===== config.mk =====
export PLATFORM = sky130hd
export DESIGN_NAME = chebyshev_feeder_flat
export DESIGN_NICKNAME = d
export VERILOG_FILES = /design/src/rtl/chebyshev_feeder_pkg.sv /design/src/rtl/chebyshev_feeder_if.sv /design/src/rtl/chebyshev_coeff_rf.sv /design/src/rtl/chebyshev_feeder.sv /design/src/flat_wrapper.sv
export SDC_FILE = /design/constraint.sdc
export NUM_CORES = 1
export LEC_CHECK = 0
export CAP_MARGIN = 0
export CORE_MARGIN = 5
export CORE_UTILIZATION = 55
export CTS_BUF_LIST = sky130_fd_sc_hd__clkbuf_8
export CTS_CLUSTER_DIAMETER = 80
export CTS_CLUSTER_SIZE = 40
export DETAILED_ROUTE_END_ITERATION = 7
export GPL_ROUTABILITY_DRIVEN = 0
export GPL_TIMING_DRIVEN = 0
export PLACE_DENSITY = 0.81
export SLEW_MARGIN = 0
export SYNTH_ARGS = -nofsm -noshare
export SYNTH_HDL_FRONTEND = slang
export SYNTH_SLANG_ARGS = --single-unit
export TNS_END_PERCENT = 100

===== constraint.sdc =====
create_clock -name clock -period 5.4 [get_ports clock]
set_input_delay 0.81 -clock clock [delete_from_list [all_inputs] [get_ports clock]]
set_output_delay 0.81 -clock clock [all_outputs]
set_load 0.01 [all_outputs]

===== src/rtl/chebyshev_feeder_pkg.sv =====
// rtl/chebyshev_feeder_pkg.sv - shared state encodings, widths and clog2 for the feeder
package chebyshev_feeder_pkg;

   localparam int WL_DEFAULT = 4;
   localparam int CL_DEFAULT = 4;

   typedef enum logic [1:0] {
      ST_IDLE   = 2'd0,
      ST_STREAM = 2'd1,
      ST_DRAIN  = 2'd2,
      ST_DONE   = 2'd3
   } state_e;

   function automatic int clog2(input int value);
      int r;
      r = 0;
      while ((1 << r) < value) r++;
      return r;
   endfunction

endpackage


===== src/rtl/chebyshev_feeder_if.sv =====
// rtl/chebyshev_feeder_if.sv - host, coefficient-port and core-side signals of the feeder
interface chebyshev_feeder_if #(
   parameter int WL    = chebyshev_feeder_pkg::WL_DEFAULT,
   parameter int CL    = chebyshev_feeder_pkg::CL_DEFAULT,
   parameter int ORDER = 8
);
   import chebyshev_feeder_pkg::*;

   localparam int AW = clog2(ORDER);

   logic                 cfg_we;
   logic [AW-1:0]        cfg_addr;
   logic signed [CL-1:0] cfg_coeff;
   logic                 start;
   logic signed [WL-1:0] x_in;
   logic [AW:0]          n_terms;
   logic signed [WL-1:0] core_data_in;
   logic signed [CL-1:0] core_coeff_in;
   logic                 core_valid;
   logic                 core_first;
   logic signed [WL-1:0] core_data_out;
   logic                 busy;
   logic                 done;
   logic signed [WL-1:0] result;

   // master is the host plus core side; slave is the feeder itself
   modport master (
      output cfg_we, cfg_addr, cfg_coeff, start, x_in, n_terms, core_data_out,
      input  core_data_in, core_coeff_in, core_valid, core_first, busy, done, result
   );

   modport slave (
      input  cfg_we, cfg_addr, cfg_coeff, start, x_in, n_terms, core_data_out,
      output core_data_in, core_coeff_in, core_valid, core_first, busy, done, result
   );

endinterface


===== src/rtl/chebyshev_coeff_rf.sv =====
// rtl/chebyshev_coeff_rf.sv - ORDER x CL coefficient register file, async clear, comb read
module chebyshev_coeff_rf
   import chebyshev_feeder_pkg::*;
#(
   parameter int CL    = CL_DEFAULT,
   parameter int ORDER = 8,
   parameter int AW    = clog2(ORDER)
) (
   input  logic                 clock,
   input  logic                 resetn,
   input  logic                 we,
   input  logic [AW-1:0]        waddr,
   input  logic signed [CL-1:0] wdata,
   input  logic [AW-1:0]        raddr,
   output logic signed [CL-1:0] rdata
);

   logic signed [CL-1:0] mem_q [ORDER];

   always_ff @(posedge clock or negedge resetn) begin
      if (!resetn) begin
         for (int i = 0; i < ORDER; i++) mem_q[i] <= '0;
      end else if (we) begin
         mem_q[waddr] <= wdata;
      end
   end

   assign rdata = mem_q[raddr];

endmodule


===== src/rtl/chebyshev_feeder.sv =====
// rtl/chebyshev_feeder.sv - streams x and c0..c(N-1) into the core, then captures its result
module chebyshev_feeder
   import chebyshev_feeder_pkg::*;
#(
   parameter int WL       = WL_DEFAULT,
   parameter int CL       = CL_DEFAULT,
   parameter int ORDER    = 8,
   parameter int CORE_LAT = 2
) (
   input logic               clock,
   input logic               resetn,
   chebyshev_feeder_if.slave bus
);

   localparam int              AW       = clog2(ORDER);
   localparam int              LW       = clog2(CORE_LAT + 1);
   localparam logic [AW:0]     N_MAX    = (AW + 1)'(ORDER);
   localparam logic [LW-1:0]   LAT_INIT = LW'(CORE_LAT - 1);

   state_e               state_q, state_d;
   logic signed [WL-1:0] x_q, x_d;
   logic signed [WL-1:0] result_q, result_d;
   logic [AW:0]          n_q, n_d;
   logic [AW-1:0]        k_q, k_d;
   logic [LW-1:0]        lat_q, lat_d;

   logic                 busy;
   logic                 streaming;
   logic [AW:0]          n_sat;
   logic signed [CL-1:0] rd_coeff;

   assign busy      = (state_q == ST_STREAM) || (state_q == ST_DRAIN);
   assign streaming = (state_q == ST_STREAM);
   assign n_sat     = (bus.n_terms > N_MAX) ? N_MAX : bus.n_terms;

   // Writes landing with an accepted start are visible from the first STREAM read.
   chebyshev_coeff_rf #(.CL(CL), .ORDER(ORDER), .AW(AW)) u_coeff_rf (
      .clock (clock),
      .resetn(resetn),
      .we    (bus.cfg_we && !busy),
      .waddr (bus.cfg_addr),
      .wdata (bus.cfg_coeff),
      .raddr (k_q),
      .rdata (rd_coeff)
   );

   always_comb begin
      state_d  = state_q;
      x_d      = x_q;
      result_d = result_q;
      n_d      = n_q;
      k_d      = k_q;
      lat_d    = lat_q;
      case (state_q)
         ST_IDLE, ST_DONE: begin
            state_d = ST_IDLE;
            if (bus.start) begin
               if (n_sat == '0) begin
                  state_d  = ST_DONE;
                  result_d = '0;
               end else begin
                  state_d = ST_STREAM;
                  x_d     = bus.x_in;
                  n_d     = n_sat;
                  k_d     = '0;
               end
            end
         end
         ST_STREAM: begin
            k_d = k_q + AW'(1);
            if (({1'b0, k_q} + (AW + 1)'(1)) == n_q) begin
               state_d = ST_DRAIN;
               k_d     = '0;
               lat_d   = LAT_INIT;
            end
         end
         ST_DRAIN: begin
            if (lat_q == '0) begin
               state_d  = ST_DONE;
               result_d = bus.core_data_out;
            end else begin
               lat_d = lat_q - LW'(1);
            end
         end
         default: state_d = ST_IDLE;
      endcase
   end

   always_ff @(posedge clock or negedge resetn) begin
      if (!resetn) begin
         state_q  <= ST_IDLE;
         x_q      <= '0;
         result_q <= '0;
         n_q      <= '0;
         k_q      <= '0;
         lat_q    <= '0;
      end else begin
         state_q  <= state_d;
         x_q      <= x_d;
         result_q <= result_d;
         n_q      <= n_d;
         k_q      <= k_d;
         lat_q    <= lat_d;
      end
   end

   // Outside STREAM the core sees zeros so a free-running accumulator stays put.
   assign bus.core_valid    = streaming;
   assign bus.core_first    = streaming && (k_q == '0);
   assign bus.core_data_in  = streaming ? x_q : '0;
   assign bus.core_coeff_in = streaming ? rd_coeff : '0;
   assign bus.busy          = busy;
   assign bus.done          = (state_q == ST_DONE);
   assign bus.result        = result_q;

endmodule


===== src/flat_wrapper.sv =====
// flat-port wrapper written by rule: the top's interface ports become plain ports
module chebyshev_feeder_flat import chebyshev_feeder_pkg::*;
#(
   parameter int WL       = WL_DEFAULT,
   parameter int CL       = CL_DEFAULT,
   parameter int ORDER    = 8,
   parameter int CORE_LAT = 2
)
  (clock, resetn, bus_cfg_we, bus_cfg_addr, bus_cfg_coeff, bus_start, bus_x_in, bus_n_terms, bus_core_data_out, bus_core_data_in, bus_core_coeff_in, bus_core_valid, bus_core_first, bus_busy, bus_done, bus_result);
  chebyshev_feeder_if #(.WL(WL), .CL(CL), .ORDER(ORDER)) bus_i ();
  input logic clock;
  input logic resetn;
  input wire logic [$bits(bus_i.cfg_we)-1:0] bus_cfg_we;
  input wire logic [$bits(bus_i.cfg_addr)-1:0] bus_cfg_addr;
  input wire logic [$bits(bus_i.cfg_coeff)-1:0] bus_cfg_coeff;
  input wire logic [$bits(bus_i.start)-1:0] bus_start;
  input wire logic [$bits(bus_i.x_in)-1:0] bus_x_in;
  input wire logic [$bits(bus_i.n_terms)-1:0] bus_n_terms;
  input wire logic [$bits(bus_i.core_data_out)-1:0] bus_core_data_out;
  output wire logic [$bits(bus_i.core_data_in)-1:0] bus_core_data_in;
  output wire logic [$bits(bus_i.core_coeff_in)-1:0] bus_core_coeff_in;
  output wire logic [$bits(bus_i.core_valid)-1:0] bus_core_valid;
  output wire logic [$bits(bus_i.core_first)-1:0] bus_core_first;
  output wire logic [$bits(bus_i.busy)-1:0] bus_busy;
  output wire logic [$bits(bus_i.done)-1:0] bus_done;
  output wire logic [$bits(bus_i.result)-1:0] bus_result;
  assign bus_i.cfg_we = bus_cfg_we;
  assign bus_i.cfg_addr = bus_cfg_addr;
  assign bus_i.cfg_coeff = bus_cfg_coeff;
  assign bus_i.start = bus_start;
  assign bus_i.x_in = bus_x_in;
  assign bus_i.n_terms = bus_n_terms;
  assign bus_i.core_data_out = bus_core_data_out;
  assign bus_core_data_in = bus_i.core_data_in;
  assign bus_core_coeff_in = bus_i.core_coeff_in;
  assign bus_core_valid = bus_i.core_valid;
  assign bus_core_first = bus_i.core_first;
  assign bus_busy = bus_i.busy;
  assign bus_done = bus_i.done;
  assign bus_result = bus_i.result;
  chebyshev_feeder #(.WL(WL), .CL(CL), .ORDER(ORDER), .CORE_LAT(CORE_LAT)) u_core (.clock(clock), .resetn(resetn), .bus(bus_i));
endmodule

# --- Word-level counts from Yosys, hierarchy flattened ---
# Cells that the tools add are included.
totals:
  in_bits: 23
  elab_cells: 77
  regBits: 51
  output_inout_bits: 16
classes:
  n_bitwise: 3
  magnitude_cmp: 4
  mux: 25
  eq_ne: 10
  reduce_logical: 18
  addsub: 3
ops:
  columns: ["cell", "n"]
  rows:
  - ["2-to-1 mux 4 bit", 9]
  - ["bitwise mux 32 bit", 1]
  - ["binary-select mux 4 bit (select 3 bit)", 1]
  - ["demux 4 bit (select 3 bit)", 1]
  - ["2-to-1 mux 2 bit", 6]
  - ["inequality test 2 bit, second input constant", 5]
  - ["2-to-1 mux 3 bit", 3]
  - ["AND reduction 3 bit", 3]
  - ["greater-or-equal comparator 4 bit, second input constant", 2]
  - ["NOT 3 -> 4 bit", 2]
  - ["one-hot mux 4 bit (2 select lines)", 1]
  - ["one-hot mux 2 bit (3 select lines)", 1]
  - ["one-hot mux 3 bit (2 select lines)", 1]
  - ["nonzero test 2 bit", 3]
  - ["adder 3 x 1 -> 4 bit, second input constant", 1]
  - ["equality test 2 bit, second input constant", 2]
  - ["equality test 4 bit", 1]
  - ["greater-than comparator 4 bit, second input constant", 1]
  - ["logical NOT 2 bit", 2]
  - ["logical NOT 4 bit", 1]
  - ["less-than comparator 4 x 1 -> 1 bit, second input constant", 1]
  - ["one-hot mux 2 bit (2 select lines)", 1]
  - ["AND reduction 4 bit", 1]
  - ["adder 3 x 1 -> 3 bit, second input constant", 1]
  - ["10 further kinds", 12]

# --- Depth between registers and ports, before layout ---
logic_depth:
  ltp_word: 6
  mapped_depth: 7
  depth_no_buf: 6

# --- Modules after synthesis ---
# From an unflattened synthesis, not the netlist that was laid out.
unflattened:
  cells_unflattened: 202
  hier_area_um2: 2678.8
modules_own_cells:
  columns: ["mod", "area_per_inst_um2", "seq_area_each_um2", "cells_each", "instances"]
  rows:
  - ["chebyshev_coeff_rf", 1525.2, 800.8, 86, 1]
  - ["chebyshev_feeder", 1153.6, 475.5, 116, 1]

# --- Least setup slack after synthesis ---
# Ideal clock, no wire load.
synth_path:
  path_kind: "register -> output"
  startpoint: "register u_core.state_q[1]"
  endpoint: "output bus_core_first"
  path_stages_with_launch: 6
  path_buffers: 1
  setup_slack_ns: 3.174
  arrival_time_ns: 1.416
  t_required_ns: 4.590
  cell_sequence: "dfrtp_1 inv_1 ha_1 clkbuf_1 inv_1 nor3b_1"
synth_between:
  elab_chain_len: 2
synth_rtl:
  columns: ["item", "line_no", "source"]
  rows:
  - ["start: declaration", "chebyshev_feeder.sv:20", "state_e state_q, state_d;"]
  - ["start signal: assignment", "chebyshev_feeder.sv:98", "state_q <= state_d;"]
  - ["equality test 2 x 1 -> 1 bit", "chebyshev_feeder.sv:33", "assign streaming = (state_q == ST_STREAM);"]
  - ["net bus_core_valid", "flat_wrapper.sv:22", "output wire logic [$bits(bus_i.core_valid)-1:0] bus_core_valid;"]
  - ["logical AND 1 bit", "chebyshev_feeder.sv:109", "assign bus.core_first = streaming && (k_q == '0);"]
  - ["end: declaration", "flat_wrapper.sv:23", "output wire logic [$bits(bus_i.core_first)-1:0] bus_core_first;"]
# The timed path passes the listed nets, and every way through them passes these cells.

# --- Worst setup path after layout ---
layout_path:
  startpoint: "register u_core.state_q[1]"
  endpoint: "output bus_core_first"
layout_between:
  elab_chain_len: 2
layout_rtl:
  columns: ["item", "line_no"]
  rows:
  - ["equality test 2 x 1 -> 1 bit", "chebyshev_feeder.sv:33"]
  - ["logical AND 1 bit", "chebyshev_feeder.sv:109"]
# No other way between the ends.

==> flow_metrics.py <==
metrics = {
    "sta": {
        "setup_violations": 0,
        "rsz0062_at_grt": "no",
        "final_hold_viol_count": 0,
        "min_period_ps": 3300,
        "fin_tns_setup_ps": 0,
        "slew_violations": 0,
        "timing.slew.headroom_pct": 57.0,
        "skew_ps": 7.61,
        "worst_hold_slack_ps": 389,
        "clock.fmax_mhz": 303,
        "worst_pin_slew_ps": 645,
        "period_share_pct": 61.2,
    },
    "logic_synthesis": {
        "ys.warnings.count": 0,
        "synth_seq_cells": 51,
        "async_reset_ff_share_pct": 100,
        "yosysMostFrequentCell": "dfrtp_1",
        "synth-edff-count": 0,
        "yosysSeqAreaShare_pct": 49.0,
        "syn_inst": 223,
        "avgSynthCellArea_um2": 11.7,
        "yosys.area.top_type": "dfrtp_1",
        "synth.distinct_cells": 37,
        "synth.net_count": 252,
        "synth-main-ff-cell": "dfrtp_1",
        "synth_top_area_share_pct": 49.0,
        "synth_common_cells": "51 x dfrtp_1, 35 x nand2_1, 32 x mux2_2",
        "syn_area_mm2": 0.00260,
        "synthTopCellsByArea": "dfrtp_1 49%, mux2_2 14%, mux4_2 6.9%",
    },
    "drt": {
        "drt_pre_antenna_iters": 4,
        "route.detailed.drc": 0,
        "routed_wl_um": 5480,
        "vias_per_cell": 5.77,
        "first_iter_violations": 154,
        "wl_per_cell_um": 16.9,
        "ant_nets": 0,
        "num_vias": 1869,
    },
    "power_and_ir_drop": {
        "comb_power_share_pct": 47.1,
        "peakVddDrop_mv": 0.281,
        "clkPwrFrac_pct": 13.5,
        "internal_power_mw": 1.05,
        "leakagePower_nw": 1.34,
        "p_switching_mw": 0.623,
        "seqPwrFrac_pct": 39.4,
        "switching_share_pct": 37.2,
        "power_density_mw_per_mm2": 530,
    },
    "final_layout": {
        "final_layout_size_suffix_gt1_share_pct": 20.0,
        "n_antenna_cell": 0,
        "finalNetCount": 298,
        "area_growth_pct": 21.4,
        "fill_cells": 348,
    },
    "worst_setup_path": {
        "critPathRequiredTime_ps": 4590,
        "path_max_fanout": 10,
        "crit_type": "flop to output pin",
        "crit_arrival_ps": 2490,
        "timing.reg2reg.setup_slack_ps": 3070,
        "start_kind": "flop",
        "critPathCaptureType": "output pin",
        "critPathSlowestCell": "clkdlybuf4s50_1",
        "cpMostUsedCell": "inv_1",
        "path_cells": "inv_1 -> ha_1 -> clkbuf_1 -> inv_1 -> nor3b_1 -> clkdlybuf4s50_1",
        "slowest_delay_ps": 590,
    },
    "die": {
        "num_io_pins": 39,
        "die_w_um": 78.8,
        "initial_core_util_pct": 55.9,
        "design.core.area_mm2": 0.00466,
        "fp-row-count": 25,
        "dieArea_mm2": 0.00621,
        "die_height_um": 78.8,
    },
    "clocking": {
        "post_cts_buffers": 0,
        "numClockSinks": 51,
        "cts-root-buf": "clkbuf_8",
        "numCtsBuffers": 5,
        "cts_tree": "built",
        "cts_buffer_depth": 2,
        "cts.repair.resized": 0,
        "clkLatencyLatePin_ps": 310,
        "path_clk_slew_ps": 90,
        "ctsHoldBuffers": 0,
        "h-tree-depth": 2,
    },
    "outcome": {
        "outcome": "finished clean",
    },
    "global_routing": {
        "antenna_found_initial": 0,
        "first_global_vias": 1838,
        "grt_pass1_wl_um": 9100,
        "grt_usage_pct": 19.0,
        "gr-total-overflow": 0,
        "grt_max_degree": 40,
    },
    "placement": {
        "place_hpwl_um": 4060,
        "portBuffers": 38,
    },
    "flow_run": {
        "maxCapViolations": 0,
    },
    "worst_hold_path": {
        "hp-class": "primary input to async pin",
    },
}
-- final timing paths --
path,from,end,cells after the start
setup / recovery,u_core.state_q[1],bus_core_first,6
hold / removal,resetn,u_core.x_q[3],1
setup reg to reg,u_core.k_q[1],u_core.lat_q[1],7
hold reg to reg,u_core.x_q[2],u_core.x_q[2],2
max in group asynchronous,resetn,u_core.u_coeff_rf.mem_q[11],2
min in group clock,u_core.x_q[2],u_core.x_q[2],2
-- area by class of cell --
type / instances / area [µm²] / area share (%)
well taps: 54 / 67.6 / 2.14
flip-flops and latches: 51 / 1280 / 40.4
multi-input cells: 157 / 1260 / 39.9
repair buffers: 39 / 395 / 12.5
plain buffers: 6 / 31.3 / 0.990
clock buffers: 5 / 68.8 / 2.18
clock inverters: 3 / 25.0 / 0.792
inverters: 9 / 33.8 / 1.07
-- cell families (layout without fill, tap and decap cells) --
kind of cell	count (synthesis)	count (layout)	synth area share [%]
AND/OR/NAND/NOR	75	75	13.6
flip-flops	51	51	49.0
multiplexers	46	46	23.1
AO/OA/AOI/OAI	25	25	7.02
buffers and inverters	15	62	2.50
adder cells (fa/ha/maj)	6	6	2.88
XOR/XNOR	5	5	1.97
-- layout by cell type (no fill, tap or decap), types with 3 or more instances in the layout --
cell | netlist | layout
and2_1 | 4 | 4
clkbuf_1 | 4 | 4
clkbuf_8 | 0 | 5
clkdlybuf4s50_1 | 0 | 37
dfrtp_1 | 51 | 51
ha_1 | 6 | 6
inv_1 | 9 | 9
mux2_2 | 32 | 32
mux2i_1 | 6 | 6
mux4_2 | 8 | 8
nand2_1 | 35 | 35
nand2b_1 | 5 | 5
nand3_1 | 3 | 3
nand3b_1 | 4 | 4
nor2_1 | 14 | 14
o21ai_0 | 8 | 8
o31ai_1 | 4 | 4
or3_1 | 3 | 3
xnor2_1 | 3 | 3
-- power by group through the flow --
| stage | clock network, mW | registers [mW] | logic (mW) |
|---|---|---|---|
| CTS | 0.230 | 0.659 | 0.795 |
| finish | 0.226 | 0.660 | 0.790 |
| floorplan | 0 | 0.633 | 0.569 |
| global route | 0.250 | 0.679 | 0.877 |
| detailed placement | 0 | 0.667 | 0.790 |
| global placement | 0 | 0.653 | 0.768 |
-- registers in the layout, summed over array words and instances (netlist names) --
signal                   count
u_core.u_coeff_rf.mem_q     32
u_core.k_q                   3
u_core.bus.result            4
u_core.n_q                   4
u_core.x_q                   4
u_core.lat_q                 2
u_core.state_q               2
-- through the flow --
| stage | worst slack [ps] | power (mW) | instances | cell area, µm² | util, % |
|---|---|---|---|---|---|
| 6_report | 2100 | 1.68 | 324 | 3160 | 67.8 |
| 3_3_place_gp | 2060 | 1.42 | 315 | 3050 | 65.5 |
| 2_1_floorplan | 3170 | 1.20 | 223 | 2600 | - |
| 5_1_grt | 1930 | 1.81 | 324 | 3160 | 67.8 |
| 4_1_cts | 2090 | 1.68 | 324 | 3160 | 67.8 |
| 3_5_place_dp | 2440 | 1.46 | 316 | 3070 | 65.8 |
-- layer usage --
layer | up-vias | global-route usage (%) | part of all wire [%]
met5 | - | 0 | 0
met4 | 0 | 7.34 | 1.5
met3 | 7 | 2.38 | 3.2
met2 | 38 | 31.2 | 49
met1 | 936 | 25.9 | 46
li1 | 888 | - | -
-- worst max-delay path: cells and delay by family, from the launching register on --
kind / cells / cell delay [ps]
adder cells (fa/ha/maj): 1 / 160
buffers and inverters: 4 / 1270
flip-flops: 1 / 440
AND/OR/NAND/NOR: 1 / 320
No activity file was read; power rests on OpenSTA's default activity.
